## config.mk

```make
export PLATFORM = sky130hd
export DESIGN_NAME = udp_header_inserter
export DESIGN_NICKNAME = d
export VERILOG_FILES = /design/src/rtl/udp_tx_pkg.sv /design/src/rtl/udp_header_inserter.sv
export SDC_FILE = /design/constraint.sdc
export NUM_CORES = 1
export LEC_CHECK = 0
export ABC_CLOCK_PERIOD_IN_PS = 6400
export BUFFER_PORTS_ARGS = -buffer_cell sky130_fd_sc_hd__buf_2
export CAP_MARGIN = 10
export CORE_MARGIN = 2
export CORE_UTILIZATION = 55
export CTS_CLUSTER_DIAMETER = 120
export CTS_CLUSTER_SIZE = 30
export DETAILED_ROUTE_END_ITERATION = 8
export GPL_ROUTABILITY_DRIVEN = 0
export PLACE_DENSITY_LB_ADDON = 0.15
export SKIP_LAST_GASP = 1
export SYNTH_ARGS = -nofsm -noshare
export SYNTH_HDL_FRONTEND = slang
export SYNTH_SLANG_ARGS = --single-unit
```

## constraint.sdc

```tcl
create_clock -name clk -period 6.4 [get_ports clk]
set_clock_uncertainty 0.05 [all_clocks]
set_input_delay 0.32 -clock clk [delete_from_list [all_inputs] [get_ports clk]]
set_output_delay 0.32 -clock clk [all_outputs]
set_load 0.02 [all_outputs]
```

## src/rtl/udp_tx_pkg.sv

```systemverilog
// UDP TX encapsulation: shared state enum, constants and header byte helper.
// Optional length checking in the top is enabled by UDP_TX_LEN_CHECK_EN.
package udp_tx_pkg;

  typedef enum logic [1:0] {
    ST_IDLE,
    ST_HDR,
    ST_PAYLOAD
  } udp_tx_state_t;

  localparam int UDP_HDR_BYTES = 8;
  localparam int IP_PROTO_UDP  = 17;

  function automatic logic [7:0] udp_hdr_byte(
    input logic [2:0]  idx,
    input logic [15:0] src,
    input logic [15:0] dst,
    input logic [15:0] len,
    input logic [15:0] cks
  );
    logic [7:0] b;
    case (idx)
      3'd0:    b = src[15:8];
      3'd1:    b = src[7:0];
      3'd2:    b = dst[15:8];
      3'd3:    b = dst[7:0];
      3'd4:    b = len[15:8];
      3'd5:    b = len[7:0];
      3'd6:    b = cks[15:8];
      default: b = cks[7:0];
    endcase
    return b;
  endfunction

endpackage

```

## src/rtl/udp_header_inserter.sv

```systemverilog
// Serializes an 8-byte UDP header ahead of the payload beat stream.
// Define UDP_TX_LEN_CHECK_EN to build the payload length checker (len_err).
module udp_header_inserter
  import udp_tx_pkg::*;
#(
  parameter int DATA_WIDTH = 64,
  parameter int IDX_W      = $clog2(DATA_WIDTH/8+1)
) (
  input  logic                  clk,
  input  logic                  rst_n,
  input  logic                  hdr_valid,
  output logic                  hdr_ready,
  input  logic [15:0]           src_port,
  input  logic [15:0]           dst_port,
  input  logic [15:0]           udp_length,
  input  logic [15:0]           udp_checksum,
  input  logic [DATA_WIDTH-1:0] s_tdata,
  input  logic [IDX_W-1:0]      s_idx,
  input  logic                  s_last,
  input  logic                  s_valid,
  output logic                  s_ready,
  output logic [DATA_WIDTH-1:0] m_tdata,
  output logic [IDX_W-1:0]      m_idx,
  output logic                  m_last,
  output logic                  m_valid,
  input  logic                  m_ready,
  output logic                  len_err
);

  localparam int NB = DATA_WIDTH/8;
  localparam int HB = UDP_HDR_BYTES/NB;
  localparam logic [1:0] HB_L = 2'(HB);
  localparam logic [1:0] HB_M1 = 2'(HB-1);
  localparam logic [IDX_W-1:0] NB_L = IDX_W'(NB);

  udp_tx_state_t r_state, w_next;

  logic [15:0] r_src, r_dst, r_len, r_cks;
  logic [1:0]  r_hcnt;

  logic [DATA_WIDTH-1:0] r_m_tdata;
  logic [IDX_W-1:0]      r_m_idx;
  logic                  r_m_last;
  logic                  r_m_valid;

  logic                  w_free, w_idle, w_hdr;
  logic                  w_hdr_acc, w_hdr_done;
  logic                  w_hdr_load, w_hdr_last;
  logic                  w_pay_ok, w_s_acc;
  logic [1:0]            w_beat_k;
  logic [15:0]           w_src, w_dst, w_len, w_cks;
  logic [DATA_WIDTH-1:0] w_hdr_beat;

  assign w_idle = (r_state == ST_IDLE);
  assign w_hdr  = (r_state == ST_HDR);
  assign w_free = !r_m_valid || m_ready;

  assign hdr_ready = w_idle;
  assign w_hdr_acc = hdr_valid && w_idle;
  assign w_hdr_done = (r_hcnt == HB_L);

  // The first header beat is built straight from the descriptor inputs
  assign w_src = w_idle ? src_port     : r_src;
  assign w_dst = w_idle ? dst_port     : r_dst;
  assign w_len = w_idle ? udp_length   : r_len;
  assign w_cks = w_idle ? udp_checksum : r_cks;
  assign w_beat_k = w_idle ? 2'd0 : r_hcnt;

  assign w_hdr_load = w_free &&
    ((w_hdr_acc) || (w_hdr && !w_hdr_done));
  assign w_hdr_last = (w_beat_k == HB_M1) &&
    (w_len <= 16'd8);

  // Payload may start as soon as the header is loaded
  assign w_pay_ok = (r_state == ST_PAYLOAD) ||
    (w_hdr && w_hdr_done && (r_len > 16'd8));
  assign s_ready = w_pay_ok && w_free;
  assign w_s_acc = s_valid && s_ready;

  always_comb begin
    w_hdr_beat = '0;
    for (int i = 0; i < NB; i++)
      w_hdr_beat[i*8 +: 8] = udp_hdr_byte(
        3'(int'(w_beat_k) * NB + i),
        w_src, w_dst, w_len, w_cks);
  end

  always_comb begin
    w_next = r_state;
    unique case (r_state)
      ST_IDLE:
        if (hdr_valid) w_next = ST_HDR;
      ST_HDR:
        if (w_hdr_done) begin
          if (r_len <= 16'd8) w_next = ST_IDLE;
          else if (w_s_acc && s_last) w_next = ST_IDLE;
          else w_next = ST_PAYLOAD;
        end
      ST_PAYLOAD:
        if (w_s_acc && s_last) w_next = ST_IDLE;
      default: w_next = ST_IDLE;
    endcase
  end

  always_ff @(posedge clk or negedge rst_n) begin
    if (!rst_n) begin
      r_state <= ST_IDLE;
      r_src   <= '0;
      r_dst   <= '0;
      r_len   <= '0;
      r_cks   <= '0;
      r_hcnt  <= '0;
    end else begin
      r_state <= w_next;
      if (w_hdr_acc) begin
        r_src  <= src_port;
        r_dst  <= dst_port;
        r_len  <= udp_length;
        r_cks  <= udp_checksum;
        r_hcnt <= w_free ? 2'd1 : 2'd0;
      end else if (w_hdr && w_hdr_load) begin
        r_hcnt <= r_hcnt + 2'd1;
      end
    end
  end

  always_ff @(posedge clk or negedge rst_n) begin
    if (!rst_n) begin
      r_m_valid <= 1'b0;
      r_m_tdata <= '0;
      r_m_idx   <= '0;
      r_m_last  <= 1'b0;
    end else if (w_hdr_load) begin
      r_m_valid <= 1'b1;
      r_m_tdata <= w_hdr_beat;
      r_m_idx   <= NB_L;
      r_m_last  <= w_hdr_last;
    end else if (w_s_acc) begin
      r_m_valid <= 1'b1;
      r_m_tdata <= s_tdata;
      r_m_idx   <= s_idx;
      r_m_last  <= s_last;
    end else if (m_ready) begin
      r_m_valid <= 1'b0;
    end
  end

  assign m_valid = r_m_valid;
  assign m_tdata = r_m_tdata;
  assign m_idx   = r_m_idx;
  assign m_last  = r_m_last;

`ifdef UDP_TX_LEN_CHECK_EN
  logic [15:0] r_pay_cnt;
  logic        r_len_err;
  logic [16:0] w_sum;
  logic [15:0] w_tot;

  assign w_sum = {1'b0, r_pay_cnt} + 17'(s_idx);
  assign w_tot = w_sum[16] ? 16'hFFFF : w_sum[15:0];

  always_ff @(posedge clk or negedge rst_n) begin
    if (!rst_n) begin
      r_pay_cnt <= '0;
      r_len_err <= 1'b0;
    end else if (w_hdr_acc) begin
      r_pay_cnt <= '0;
      r_len_err <= (udp_length < 16'd8);
    end else if (w_s_acc) begin
      r_pay_cnt <= w_tot;
      r_len_err <= s_last &&
        (w_tot != (r_len - 16'd8));
    end else begin
      r_len_err <= 1'b0;
    end
  end

  assign len_err = r_len_err;
`else
  assign len_err = 1'b0;
`endif

endmodule

```

Word-level counts from Yosys, hierarchy flattened
Index checks and enable logic that the tools add are counted. Widths: inputs -> output; s select.

Output and inout port bits: 73. Word-level logic and storage cells: 127. Memories kept: 0. Bits in read-only memories: 0. RAM bits: 0. Bits in latches: 0. Input port bits: 138. Register bits after elaboration: 138.

$lt $le $gt $ge: 3. Eq/ne operators: 48. Reductions and logical operators: 28. Bitwise logic cells: 0. Multipliers: 0. Shifts and indexed selects: 0. Add/subtract/negate cells: 8. Divide/modulo/power cells: 0. Multiplexer cells: 30.

Operators with widths (number): $pmux 8 s7 (7); $mux 64 (2); $mux 16 (4); $eq 3x3->1 const B (18); $eq 3x2->1 const B (12); $le 16x4->1 const B (2); $logic_not 3->1 (7); $eq 3x1->1 const B (6); $gt 16x4->1 const B (1); $mux 2 (8); $logic_and 1x1->1 (10); $add 1x2->3 const AB (3); $eq 2x3->1 const B (3); $mux 4 (2); $add 1x3->3 const AB (2); $eq 2x1->1 const B (3); $eq 2x2->1 const B (3); $mux 1 (6); $pmux 2 s3 (1); $add 1x1->2 const AB (2); $logic_not 2->1 (2); $ne 2x1->1 const B (2); $reduce_bool 2->1 (2); $logic_or 1x1->1 (3); 5 further kinds (6).

Depth between registers and ports, before layout
Depth in word-level cells: 11. Depth in mapped cells: 10.

Worst setup path before layout
No wires, ideal clock.

Path kind: reg-to-reg. Start point: reg r_len[14]. End point: reg r_m_tdata[10], in the netlist m_tdata[10]. Period minus slack after synthesis: 2179 ps. Data required time: 6226 ps. Arrival time: 2006 ps. Library setup time: 124 ps. Slack: 4221 ps. Stages on the path, launching flop included: 9. Path through: dfrtp_1 > or4_1 > nor2_2 > o2bb2ai_2 > or2_1 > buf_2 > buf_6 > buf_6 > a211o_1.

Word-level cells in the longest chain between the ends: 6.

Ends and longest elaborated chain: from (decl) (line udp_header_inserter.sv:38) `logic [15:0] r_src, r_dst, r_len, r_cks;`; from (signal assigned) (line udp_header_inserter.sv:118) `r_len <= udp_length;`; $gt 16x4->1 (line udp_header_inserter.sv:76) `(w_hdr && w_hdr_done && (r_len > 16'd8));`; $logic_and 1x1->1 (line udp_header_inserter.sv:76); $logic_or 1x1->1 (line udp_header_inserter.sv:75) `assign w_pay_ok = (r_state == ST_PAYLOAD) ||`; $logic_and 1x1->1 (line udp_header_inserter.sv:77) `assign s_ready = w_pay_ok && w_free;`; $logic_and 1x1->1 (line udp_header_inserter.sv:78) `assign w_s_acc = s_valid && s_ready;`; $reduce_bool 2->1 (no source line); to (signal assigned) (line udp_header_inserter.sv:135) `r_m_tdata <= w_hdr_beat;`; to (signal assigned) (line udp_header_inserter.sv:140) `r_m_tdata <= s_tdata;`; to (decl) (line udp_header_inserter.sv:41) `logic [DATA_WIDTH-1:0] r_m_tdata;`.

No other way between the ends. A chain may end at the register's enable or synchronous reset.

Worst setup path after layout
Start point: reg r_hcnt[1]. End point: reg r_m_tdata[49], in the netlist m_tdata[49].

Word-level cells in the longest chain between the ends: 7. Elaborated cells between the ends (all ways): 12. Classes of those cells: 1 x eq/ne; 1 x mux; 10 x reduce/logical.

Ends and longest elaborated chain: from (decl) (line udp_header_inserter.sv:39) `logic [1:0] r_hcnt;`; from (signal assigned) (line udp_header_inserter.sv:120) `r_hcnt <= w_free ? 2'd1 : 2'd0;`; from (signal assigned) (line udp_header_inserter.sv:122) `r_hcnt <= r_hcnt + 2'd1;`; $eq 2x1->1 * (line udp_header_inserter.sv:60) `assign w_hdr_done = (r_hcnt == HB_L);`; $logic_and 1x1->1 (2 in a row) (line udp_header_inserter.sv:76); $logic_or 1x1->1 (line udp_header_inserter.sv:75); $logic_and 1x1->1 (line udp_header_inserter.sv:77); $logic_and 1x1->1 (line udp_header_inserter.sv:78); $reduce_bool 2->1 (no source line).

Every way passes the cells marked *; elsewhere a longest branch is shown, timed or not.

==> run_summary.xml <==
<?xml version="1.0" encoding="UTF-8"?>
<metrics>
  <group name="timing">
    <metric name="max_slew.worst_pin.slew" unit="ns">1.11</metric>
    <metric name="report.final.hold_viol_count" unit="">0</metric>
    <metric name="max_clock_freq" unit="MHz">287</metric>
    <metric name="timing.setup.tns" unit="ns">0</metric>
    <metric name="slew_viols_final" unit="">0</metric>
    <metric name="setup_repair_after_global_routing_missed_its_margin" unit="">no</metric>
    <metric name="slew_headroom" unit="%">25.5</metric>
    <metric name="layout_min_cycle_time" unit="ns">3.48</metric>
    <metric name="setup_viol" unit="">0</metric>
    <metric name="layout_worst_path_cycle_share" unit="%">54.4</metric>
  </group>
  <group name="die">
    <metric name="die_width" unit="um">114</metric>
    <metric name="height_of_the_chip" unit="um">114</metric>
    <metric name="initial_utilization" unit="%">55.8</metric>
    <metric name="core_area" unit="um2">11900</metric>
    <metric name="io_pins" unit="">211</metric>
    <metric name="die_area" unit="um2">12900</metric>
    <metric name="core.rowCount" unit="">40</metric>
  </group>
  <group name="setup_path">
    <metric name="startpoint_kind_of_the_worst_setup_timing_path" unit="">flop</metric>
    <metric name="timing.critical_path.max_delay_family" unit="">buffers and inverters</metric>
    <metric name="crit_path_cell_trace" unit="">inv_1 -&gt; ha_1 -&gt; and3b_1 -&gt; nand3_1 -&gt; o2bb2ai_4 -&gt; buf_4 -&gt; or2_2 -&gt; buf_4 -&gt; a211o_1</metric>
    <metric name="cp_slowest_cell" unit="">sky130_fd_sc_hd__or2_2</metric>
    <metric name="worst_path_largest_cell_delay" unit="ns">0.61</metric>
    <metric name="worst_setup_path_startpoint" unit="">r_hcnt[1]$_DFFE_PN0P_</metric>
    <metric name="crit_path_top_cell_by_count" unit="">sky130_fd_sc_hd__buf_4</metric>
    <metric name="critical_path_buffers_and_inverters" unit="">3</metric>
    <metric name="r2r-start" unit="">r_hcnt[1]$_DFFE_PN0P_</metric>
    <metric name="endpoint_kind_of_the_worst_setup_timing_path" unit="">flop</metric>
    <metric name="timing.critical_path.arrival" unit="ns">3.78</metric>
    <metric name="setup.worst_path.class" unit="">flop to flop</metric>
    <metric name="cp_data_required_time" unit="ns">6.70</metric>
    <metric name="cp_max_fo" unit="">38</metric>
  </group>
  <group name="logic_synthesis">
    <metric name="ys_types" unit="">36</metric>
    <metric name="syn_nets" unit="">898</metric>
    <metric name="synth_enable_flop_cells" unit="">0</metric>
    <metric name="ys.warnings.count" unit="">0</metric>
    <metric name="avgSynthCellArea" unit="um2">8.72</metric>
    <metric name="yosysSeqAreaShare" unit="%">52.2</metric>
    <metric name="synthDominantAreaCellType" unit="">sky130_fd_sc_hd__dfrtp_1</metric>
    <metric name="synth.area.top_cells" unit="">sky130_fd_sc_hd__dfrtp_1 (52%), sky130_fd_sc_hd__nand2_1 (19%), sky130_fd_sc_hd__a211o_1 (6.5%)</metric>
    <metric name="synth_seq_cells" unit="">138</metric>
    <metric name="post_synth_inst_count" unit="">759</metric>
    <metric name="postSynth.asyncResetShare" unit="%">100</metric>
    <metric name="netlist_area" unit="um2">6620</metric>
    <metric name="synthFlopType" unit="">sky130_fd_sc_hd__dfrtp_1</metric>
    <metric name="yosys.area.top_type_share" unit="%">52.2</metric>
  </group>
  <group name="hold_path">
    <metric name="hold_path_origin" unit="">dst_port[10]</metric>
    <metric name="hp-class" unit="">primary input to flop</metric>
  </group>
  <group name="clock_tree">
    <metric name="clockBufferDepth" unit="">2</metric>
    <metric name="cts_setup_buffers" unit="">0</metric>
    <metric name="htree_levels" unit="">4</metric>
    <metric name="clkSinkCount" unit="">138</metric>
    <metric name="cts.clk_slew.worst_paths" unit="ns">0.05</metric>
    <metric name="worstSkewPairLatency" unit="ns">0.42</metric>
    <metric name="cts_tree" unit="">yes</metric>
    <metric name="root_buffer" unit="">sky130_fd_sc_hd__clkbuf_16</metric>
    <metric name="cts-buffers-inserted" unit="">17</metric>
  </group>
  <group name="routing">
    <metric name="vias_per_cell" unit="">5.73</metric>
    <metric name="route.vias.total" unit="">6265</metric>
    <metric name="drt_first_iter_violations" unit="">658</metric>
    <metric name="firstDrtPassIters" unit="">5</metric>
    <metric name="drc_errors" unit="">0</metric>
    <metric name="drtAntennaViolNets" unit="">0</metric>
    <metric name="post_drt_wl_per_cell" unit="um">16.7</metric>
    <metric name="wirelength" unit="um">18300</metric>
  </group>
  <group name="finish">
    <metric name="design.final.nets" unit="">1074</metric>
    <metric name="post_route_cells_drive_above_1_share" unit="%">26.8</metric>
    <metric name="area.growth.synth_to_final" unit="%">25.0</metric>
  </group>
  <group name="pwr">
    <metric name="power-per-cell-area" unit="nW/um2">545</metric>
    <metric name="fin_total_pwr" unit="mW">4.51</metric>
    <metric name="cellLeakagePower" unit="nW">4.46</metric>
    <metric name="vdd_ir_drop_max" unit="V">0.000238</metric>
  </group>
  <group name="global_route">
    <metric name="antenna_violations_before_repair" unit="">1</metric>
    <metric name="number_of_global_route_vias_before_repair" unit="">5993</metric>
    <metric name="gr-total-overflow" unit="">0</metric>
    <metric name="grt_start_max_net_pins" unit="">78</metric>
    <metric name="grt.total_usage" unit="%">28.9</metric>
    <metric name="wire_length_of_the_first_global_routing_pass" unit="um">29300</metric>
  </group>
  <group name="placement">
    <metric name="port_buffers" unit="">209</metric>
    <metric name="hpwlAfterDp" unit="um">11600</metric>
  </group>
  <group name="flow_run">
    <metric name="max-cap-violations" unit="">0</metric>
  </group>
  <group name="run_status">
    <metric name="run_status" unit="">completed</metric>
  </group>
</metrics>
## layout by cell type (no fill, tap or decap), types with 2 or more instances in the layout
cell type                   count
sky130_fd_sc_hd__o31ai_1        2
sky130_fd_sc_hd__or4_1          2
sky130_fd_sc_hd__nand2_2        2
sky130_fd_sc_hd__buf_12         3
sky130_fd_sc_hd__nor2_1         3
sky130_fd_sc_hd__mux2i_1        3
sky130_fd_sc_hd__inv_1          5
sky130_fd_sc_hd__or2_2          2
sky130_fd_sc_hd__nand2_1      326
sky130_fd_sc_hd__nor4_1         3
sky130_fd_sc_hd__a21oi_1       69
sky130_fd_sc_hd__and2_2         2
sky130_fd_sc_hd__buf_4          5
sky130_fd_sc_hd__clkbuf_1       5
sky130_fd_sc_hd__clkinv_2       3
sky130_fd_sc_hd__nor3_1         5
sky130_fd_sc_hd__nand2b_1       4
sky130_fd_sc_hd__clkbuf_8       4
sky130_fd_sc_hd__dfrtp_1      138
sky130_fd_sc_hd__buf_2        208
sky130_fd_sc_hd__clkbuf_16     17
sky130_fd_sc_hd__a211oi_1       2
sky130_fd_sc_hd__a211o_1       49
sky130_fd_sc_hd__nor4b_1       49
sky130_fd_sc_hd__a221o_1       16
## timing repair
item	CTS	global route
endpoints found under the hold margin	76	0
setup endpoints to repair	0	0
resized for setup	0	0
hold buffers	1	0
## worst reg2reg max path, stage by stage (launching register included)
cell and delay [ns]:
sky130_fd_sc_hd__dfrtp_1 0.39, sky130_fd_sc_hd__inv_1 0.06, sky130_fd_sc_hd__ha_1 0.14, sky130_fd_sc_hd__and3b_1 0.17, sky130_fd_sc_hd__nand3_1 0.19, sky130_fd_sc_hd__o2bb2ai_4 0.57, sky130_fd_sc_hd__buf_4 0.47, sky130_fd_sc_hd__or2_2 0.62
sky130_fd_sc_hd__buf_4 0.51, sky130_fd_sc_hd__a211o_1 0.24
## kinds of logic (layout without fill, tap and decap cells)
group                    Yosys count  count (layout)  share of synthesized area [%]
multiplexers                       3               3                          0.454
buffers and inverters             68             254                           4.31
adder cells (fa/ha/maj)            1               1                          0.189
AO/OA/AOI/OAI                    141             141                           15.0
AND/OR/NAND/NOR                  407             407                           27.8
flip-flops                       138             138                           52.2
other                              1               2                         0.0567
## routing by layer
metal | GRT usage [%] | part of all wire (%)
met5 | 0 | 0
met4 | 10.2 | 1.9
met3 | 6.16 | 8.2
met2 | 48.1 | 48
met1 | 37.7 | 42
## cell usage after synthesis (4+ instances only)
cell                         n
sky130_fd_sc_hd__nand2_1   328
sky130_fd_sc_hd__dfrtp_1   138
sky130_fd_sc_hd__a21oi_1    69
sky130_fd_sc_hd__clkbuf_1   50
sky130_fd_sc_hd__a211o_1    49
sky130_fd_sc_hd__nor4b_1    49
sky130_fd_sc_hd__a221o_1    16
sky130_fd_sc_hd__inv_1       6
sky130_fd_sc_hd__buf_1       5
sky130_fd_sc_hd__nor3_1      5
sky130_fd_sc_hd__nand2b_1    4
sky130_fd_sc_hd__nor2_1      4
## per-stage QoR
| stage | setup slack, ns | std cells | instance area (um2) | hold WS [ns] | util (%) |
|---|---|---|---|---|---|
| after floorplan | 4.22 | 759 | 6620 | -0.0256 | - |
| after global placement | 2.99 | 1058 | 7660 | 0.328 | 64.5 |
| after detailed placement | 2.87 | 1058 | 7660 | 0.334 | 64.5 |
| after CTS | 2.89 | 1088 | 8180 | 0.0408 | 69.0 |
| after global routing | 2.71 | 1093 | 8270 | 0.0475 | 69.7 |
| final | 2.92 | 1093 | 8270 | 0.0550 | 69.7 |
## area by class of cell
cell class,instances,area [um2]
antenna,1,2.50
fill,939,3590
inverter,6,22.5
clock inverter,3,15.0
clock buffer,26,499
multi-input combinational,553,2910
tap,147,184
sequential,138,3450
timing repair buffer,219,1190
## flip-flops by register name (all words and copies together) (netlist names)
signal   cells
m_idx        4
m_tdata     64
r_dst       16
r_hcnt       2
m_last       1
m_valid      1
r_cks       16
r_src       16
r_len       16
r_state      2
## path summary, 6_finish.rpt
path | end | cells past startpoint | slack [ns]
min in group asynchronous | m_tdata[40]$_DFFE_PN0P_ | 2 | 0.43
hold / removal | r_dst[10]$_DFFE_PN0P_ | 3 | 0.05
setup reg to reg | m_tdata[49]$_DFFE_PN0P_ | 9 | 2.92
setup / recovery | m_tdata[49]$_DFFE_PN0P_ | 9 | 2.92
hold reg to reg | r_src[0]$_DFFE_PN0P_ | 2 | 0.42
max in group asynchronous | m_tdata[3]$_DFFE_PN0P_ | 3 | 4.62
## power breakdown
part           internal, mW  switching (mW)
Clock                 0.527           0.341
Combinational         0.800            1.32
Sequential             1.30           0.226
Total                  2.62            1.88
Note: power is estimated with default switching activity, not from simulation.
